--- src/rtl/pipeline_stage_register.sv ---
// Elastic pipeline register: one main entry that drives the outputs plus one
// skid entry, with a valid/ready handshake and a synchronous flush.
// inReady depends only on the state register, so downstream backpressure
// never reaches upstream combinationally. outCtrl is forced to zero whenever
// outValid is low, so a bubble can never write the regfile or memory.
// Optional feature macro: PIPE_STAGE_STATS_EN adds the COUNT_WIDTH parameter
// and the stallCount/bubbleCount saturating statistics counters.
//
// state    | meaning
// ---------+-----------------------------------------------------------
// ST_EMPTY | nothing held, outValid=0, inReady=1
// ST_HALF  | main entry valid, skid free, outValid=1, inReady=1
// ST_FULL  | main and skid entries valid, outValid=1, inReady=0

module pipeline_stage_register #(
    parameter int PAYLOAD_WIDTH = 110,
    parameter int CTRL_WIDTH    = 6
`ifdef PIPE_STAGE_STATS_EN
    ,
    parameter int COUNT_WIDTH   = 32
`endif
) (
    input  logic                     clock,
    input  logic                     reset,
    input  logic                     flush,
    input  logic                     inValid,
    output logic                     inReady,
    input  logic [PAYLOAD_WIDTH-1:0] inPayload,
    input  logic [CTRL_WIDTH-1:0]    inCtrl,
    output logic                     outValid,
    input  logic                     outReady,
    output logic [PAYLOAD_WIDTH-1:0] outPayload,
    output logic [CTRL_WIDTH-1:0]    outCtrl
`ifdef PIPE_STAGE_STATS_EN
    ,
    output logic [COUNT_WIDTH-1:0]   stallCount,
    output logic [COUNT_WIDTH-1:0]   bubbleCount
`endif
);

    typedef enum logic [1:0] {
        ST_EMPTY = 2'd0,
        ST_HALF  = 2'd1,
        ST_FULL  = 2'd2
    } state_t;

    state_t                   r_state;
    state_t                   w_next_state;
    logic [PAYLOAD_WIDTH-1:0] r_main_payload;
    logic [CTRL_WIDTH-1:0]    r_main_ctrl;
    logic [PAYLOAD_WIDTH-1:0] r_skid_payload;
    logic [CTRL_WIDTH-1:0]    r_skid_ctrl;

    logic w_in_xfer;
    logic w_out_xfer;
    logic w_load_main_in;
    logic w_load_main_skid;
    logic w_load_skid;

    assign outValid   = (r_state != ST_EMPTY);
    assign inReady    = (r_state != ST_FULL);
    assign outPayload = r_main_payload;
    assign outCtrl    = r_main_ctrl & {CTRL_WIDTH{outValid}};

    assign w_in_xfer  = inValid && inReady;
    assign w_out_xfer = outValid && outReady;

    // State register.
    always_ff @(posedge clock or negedge reset) begin
        if (!reset) begin
            r_state <= ST_EMPTY;
        end else begin
            r_state <= w_next_state;
        end
    end

    // Next state and entry load selects; flush overrides every transfer.
    always_comb begin
        w_next_state     = r_state;
        w_load_main_in   = 1'b0;
        w_load_main_skid = 1'b0;
        w_load_skid      = 1'b0;
        if (flush) begin
            w_next_state = ST_EMPTY;
        end else begin
            case (r_state)
                ST_EMPTY: begin
                    if (w_in_xfer) begin
                        w_next_state   = ST_HALF;
                        w_load_main_in = 1'b1;
                    end
                end
                ST_HALF: begin
                    if (w_in_xfer && w_out_xfer) begin
                        w_next_state   = ST_HALF;
                        w_load_main_in = 1'b1;
                    end else if (w_in_xfer) begin
                        w_next_state = ST_FULL;
                        w_load_skid  = 1'b1;
                    end else if (w_out_xfer) begin
                        w_next_state = ST_EMPTY;
                    end
                end
                ST_FULL: begin
                    if (w_out_xfer) begin
                        w_next_state     = ST_HALF;
                        w_load_main_skid = 1'b1;
                    end
                end
                default: begin
                    w_next_state = ST_EMPTY;
                end
            endcase
        end
    end

    // Main and skid entry storage.
    always_ff @(posedge clock or negedge reset) begin
        if (!reset) begin
            r_main_payload <= '0;
            r_main_ctrl    <= '0;
            r_skid_payload <= '0;
            r_skid_ctrl    <= '0;
        end else begin
            if (w_load_main_in) begin
                r_main_payload <= inPayload;
                r_main_ctrl    <= inCtrl;
            end else if (w_load_main_skid) begin
                r_main_payload <= r_skid_payload;
                r_main_ctrl    <= r_skid_ctrl;
            end
            if (w_load_skid) begin
                r_skid_payload <= inPayload;
                r_skid_ctrl    <= inCtrl;
            end
        end
    end

`ifdef PIPE_STAGE_STATS_EN
    logic [COUNT_WIDTH-1:0] r_stall_count;
    logic [COUNT_WIDTH-1:0] r_bubble_count;
    logic                   w_stall;
    logic                   w_bubble;

    assign w_stall     = outValid && !outReady;
    assign w_bubble    = !outValid;
    assign stallCount  = r_stall_count;
    assign bubbleCount = r_bubble_count;

    // Saturating statistics counters; only reset clears them, flush does not.
    always_ff @(posedge clock or negedge reset) begin
        if (!reset) begin
            r_stall_count  <= '0;
            r_bubble_count <= '0;
        end else begin
            if (w_stall && (r_stall_count != {COUNT_WIDTH{1'b1}})) begin
                r_stall_count <= r_stall_count + 1'b1;
            end
            if (w_bubble && (r_bubble_count != {COUNT_WIDTH{1'b1}})) begin
                r_bubble_count <= r_bubble_count + 1'b1;
            end
        end
    end
`endif

endmodule
--- config.mk ---
export PLATFORM = sky130hd
export DESIGN_NAME = pipeline_stage_register
export DESIGN_NICKNAME = d
export VERILOG_FILES = /design/src/rtl/pipeline_stage_register.sv
export SDC_FILE = /design/constraint.sdc
export NUM_CORES = 1
export LEC_CHECK = 0
export CORE_MARGIN = 3
export CORE_UTILIZATION = 51
export CTS_BUF_LIST = sky130_fd_sc_hd__clkbuf_4
export CTS_CLUSTER_SIZE = 20
export DETAILED_ROUTE_END_ITERATION = 10
export HOLD_SLACK_MARGIN = 0.08
export PLACE_DENSITY = 0.8
export SETUP_SLACK_MARGIN = 0.05
export SYNTH_ARGS = -nofsm -noshare
export SYNTH_HDL_FRONTEND = slang
export SYNTH_SLANG_ARGS = --single-unit
--- constraint.sdc ---
create_clock -name clock -period 2.4 [get_ports clock]
set_clock_uncertainty 0.2 [all_clocks]
set_input_delay 0.6 -clock clock [delete_from_list [all_inputs] [get_ports clock]]
set_output_delay 0.6 -clock clock [all_outputs]
set_load 0.01 [all_outputs]
==> summary.txt <==
Timing
  – Setup ws final: 102.6 ps
  – Slew at the pin closest to its max-slew limit: 578.0 ps
  – Hold Vio Cnt, Final: 0
  – Slew Viols, Final: 0
  – Unrepaired setup endpoints after global routing: yes
  – Worst rel slew slack: 61.47%
  – Period utilization: 95.72%
  – Final min period: 2297 ps
  – Endpoints failing setup: 0
  – Max Clk Rate: 435.3 MHz

Logic synthesis
  – Share of the yosys chip area belonging to registers: 61.82%
  – Net count after synthesis: 777
  – Ys async rst share: 100.0%
  – Synth area leader: dfrtp_1
  – Mapped Area: 0.009472 mm2
  – #FFs+latches synth: 234
  – Post-synth EDFFs: 0
  – Top post-synthesis cells by area: dfrtp_1, a221o_1, mux2_2, and2_1, and2_0
  – Commonest cells in the netlist: dfrtp_1, a221o_1, mux2_2
  – Cells after synthesis: 656
  – Unique masters post-synth: 23
  – Post-synth top flop: dfrtp_1
  – Share of the synthesized area in the top cell type: 61.82%
  – Synth warnings: 0
  – Most frequent cell after synthesis: dfrtp_1
  – Mean Syn Cell Area: 14.44 um2

Global route
  – First-pass GRT wire length: 39.00 mm
  – Overflow after GRT: 0
  – Pin count of the biggest net entering global routing: 69
  – Vias in the first global route: 7440
  – Gr usage total: 23.76%
  – Initial antenna violation count: 0

Setup path
  – Arr. time, crit path: 1500 ps
  – Critical path fanouts, max: 6
  – Crit Path Class: flop to output pin
  – Worst R2R Path Depth: 6
  – Worst Path Required: 1600 ps
  – RR Endpoint: r_skid_payload[99]
  – CP Capture Type: output pin
  – Flop2flop setup slack: 370 ps
  – Startpoint Class: flop
  – Reg-to-Reg Start: r_state[0]

Clock network
  – H-tree Lvls: 2
  – Reg clk slew, reported paths: 60 ps
  – CTS tree: yes
  – Sink Count: 234
  – CTS Buffer Depth: 3
  – Num CTS Buffers: 58
  – Root Driver: clkbuf_4
  – Worst skew pair latency: 630 ps

Power and ir drop
  – Clock share of power: 29.2%
  – Static Leakage: 6.040 nW
  – Pwr Density: 815.0 mW/mm2
  – Register share of total power: 50.9%
  – Gate power share: 19.9%
  – Sw frac: 26.32%
  – Max VDD drop: 0.0004467 V
  – Psw: 2.761 mW
  – Internal power: 7.732 mW

Final layout
  – Share of cells above drive strength 1: 25.10%
  – ANT cells: 0
  – Area growth syn-to-layout: 35.93%
  – Final cell count without fillers: 1201
  – # nets final: 1063

Worst hold path
  – Worst Hold Launch: r_skid_payload[108]
  – Worst Hold Class: flop to flop
  – Worst hold endpoint: r_skid_payload[108]
  – Worst Hold Depth: 1

Routing
  – Antenna-violating nets left: 0
  – Total wire length: 24.21 mm
  – Post-Route M1 WL: 10.20 mm
  – Detail-routed via count per cell: 5.675
  – Top Metal Used: met4
  – Met3 Routed Length: 2.093 mm
  – Residual DRC count: 0
  – Metal2 WL: 11.57 mm
  – Initial DRC Count: 383
  – Routed via count: 6816
  – Drt first pass iters: 5
  – Drt wl/cell: 20.16 um

Floorplan
  – Std-Cell Rows: 49
  – I/O pin cnt: 239
  – Initial Utilization: 52.37%
  – Die Y: 142.3 um
  – Core area: 0.01809 mm2
  – Die Area: 0.02024 mm2
  – Die Wd: 142.3 um

Place
  – Worst slack, placed: -215.3 ps
  – Port Buffers: 238
  – Placed Instances: 1109
  – DPL Wire Length: 16.26 mm
  – GPL Wtd Cong: 0.8296

Flow run
  – Max Cap Violations: 0

Outcome
  – Status: finished clean
## metrics by stage
stage | util [%] | setup TNS, ps | area (um2) | total power, mW | hold slack (ps)
2_1_floorplan | - | 0 | 9472 | 6.338 | 104.4
3_3_place_gp | 68.00 | -13970 | 12300 | 7.560 | 264.7
3_5_place_dp | 68.00 | -30280 | 12300 | 7.724 | 272.5
4_1_cts | 70.95 | -160.6 | 12830 | 10.61 | 286.5
5_1_grt | 71.19 | 0 | 12870 | 11.08 | 292.7
6_report | 71.19 | 0 | 12870 | 10.49 | 283.5
## repair_timing
action,in CTS,in global routing
pin swaps,0,1
gates resized for setup,147,9
setup endpoints to repair,118,7
gates cloned,0,0
hold buffers,1,0
hold endpoints to repair,58,0
setup buffers,1,2
## worst max-delay path by stage
stage          slack [ps]  startpoint                  to
5_1_grt               0.3  r_state[0]          outCtrl[0]
3_5_place_dp         -220    outReady  r_skid_payload[99]
4_1_cts               -30  r_state[1]          outCtrl[4]
3_3_place_gp          -90    outReady  r_skid_payload[90]
2_1_floorplan         410     inValid  r_skid_payload[69]
6_report              100  r_state[0]          outCtrl[0]
## cell type report
class | count | area [um2]
flip-flops and latches | 234 | 5856
fillers | 1245 | 5211
multi-input cells | 372 | 3427
repair buffers | 275 | 2634
clock buffers | 88 | 660.6
well taps | 229 | 286.5
clock inverters | 2 | 7.507
inverters | 1 | 3.754
## power by group through the flow
stage                     sequential [mW]  combinational, mW  clock (mW)
after floorplan                      5.40              0.936           0
after global placement               5.33               2.23           0
after detailed placement             5.40               2.33           0
after CTS                            5.33               2.11        3.17
after global routing                 5.43               2.26        3.39
final                                5.34               2.09        3.07
## critical path, cell delays in order, from the launching register on
cell and delay [ps]:
dfrtp_1 410, nor2_4 150, buf_12 150, nor2b_1 40, buf_2 140
## layer usage
metal  vias to the layer above  GRT usage, %
li1                       3048             -
met1                      3440         32.79
met2                       297         36.87
met3                        31         7.258
met4                         0         6.818
met5                         -             0
## state kept, by name (all words and copies together), names as in the netlist
signal and flops:
outPayload 110, r_main_ctrl 6, r_skid_ctrl 6, r_skid_payload 110, r_state 2
## cell usage in the layout, fill, tap and decap left out, types with 2 or more instances in the layout
master / synthesis / layout
a21oi_1: 2 / 2
a221o_1: 115 / 115
and2_0: 39 / 39
and2_1: 76 / 76
buf_12: 0 / 10
buf_2: 27 / 5
buf_4: 8 / 26
buf_6: 0 / 3
clkbuf_4: 0 / 88
clkdlybuf4s50_1: 0 / 119
clkinv_1: 0 / 2
dfrtp_1: 234 / 234
dlygate4sd2_1: 0 / 110
mux2_1: 21 / 21
mux2_2: 97 / 97
nand2_1: 3 / 2
nand2b_1: 3 / 2
nor2b_1: 7 / 2
nor2b_2: 0 / 3
nor2b_4: 0 / 2
## kinds of logic (layout without fill, tap and decap cells)
logic type,count (synthesis),count (layout),synth area share (%)
compound gates,120,120,12.54
mux,118,118,14.03
buf+inv,50,366,2.655
simple gates,134,134,8.956
flops,234,234,61.82
(Power assumes the default switching activity.)
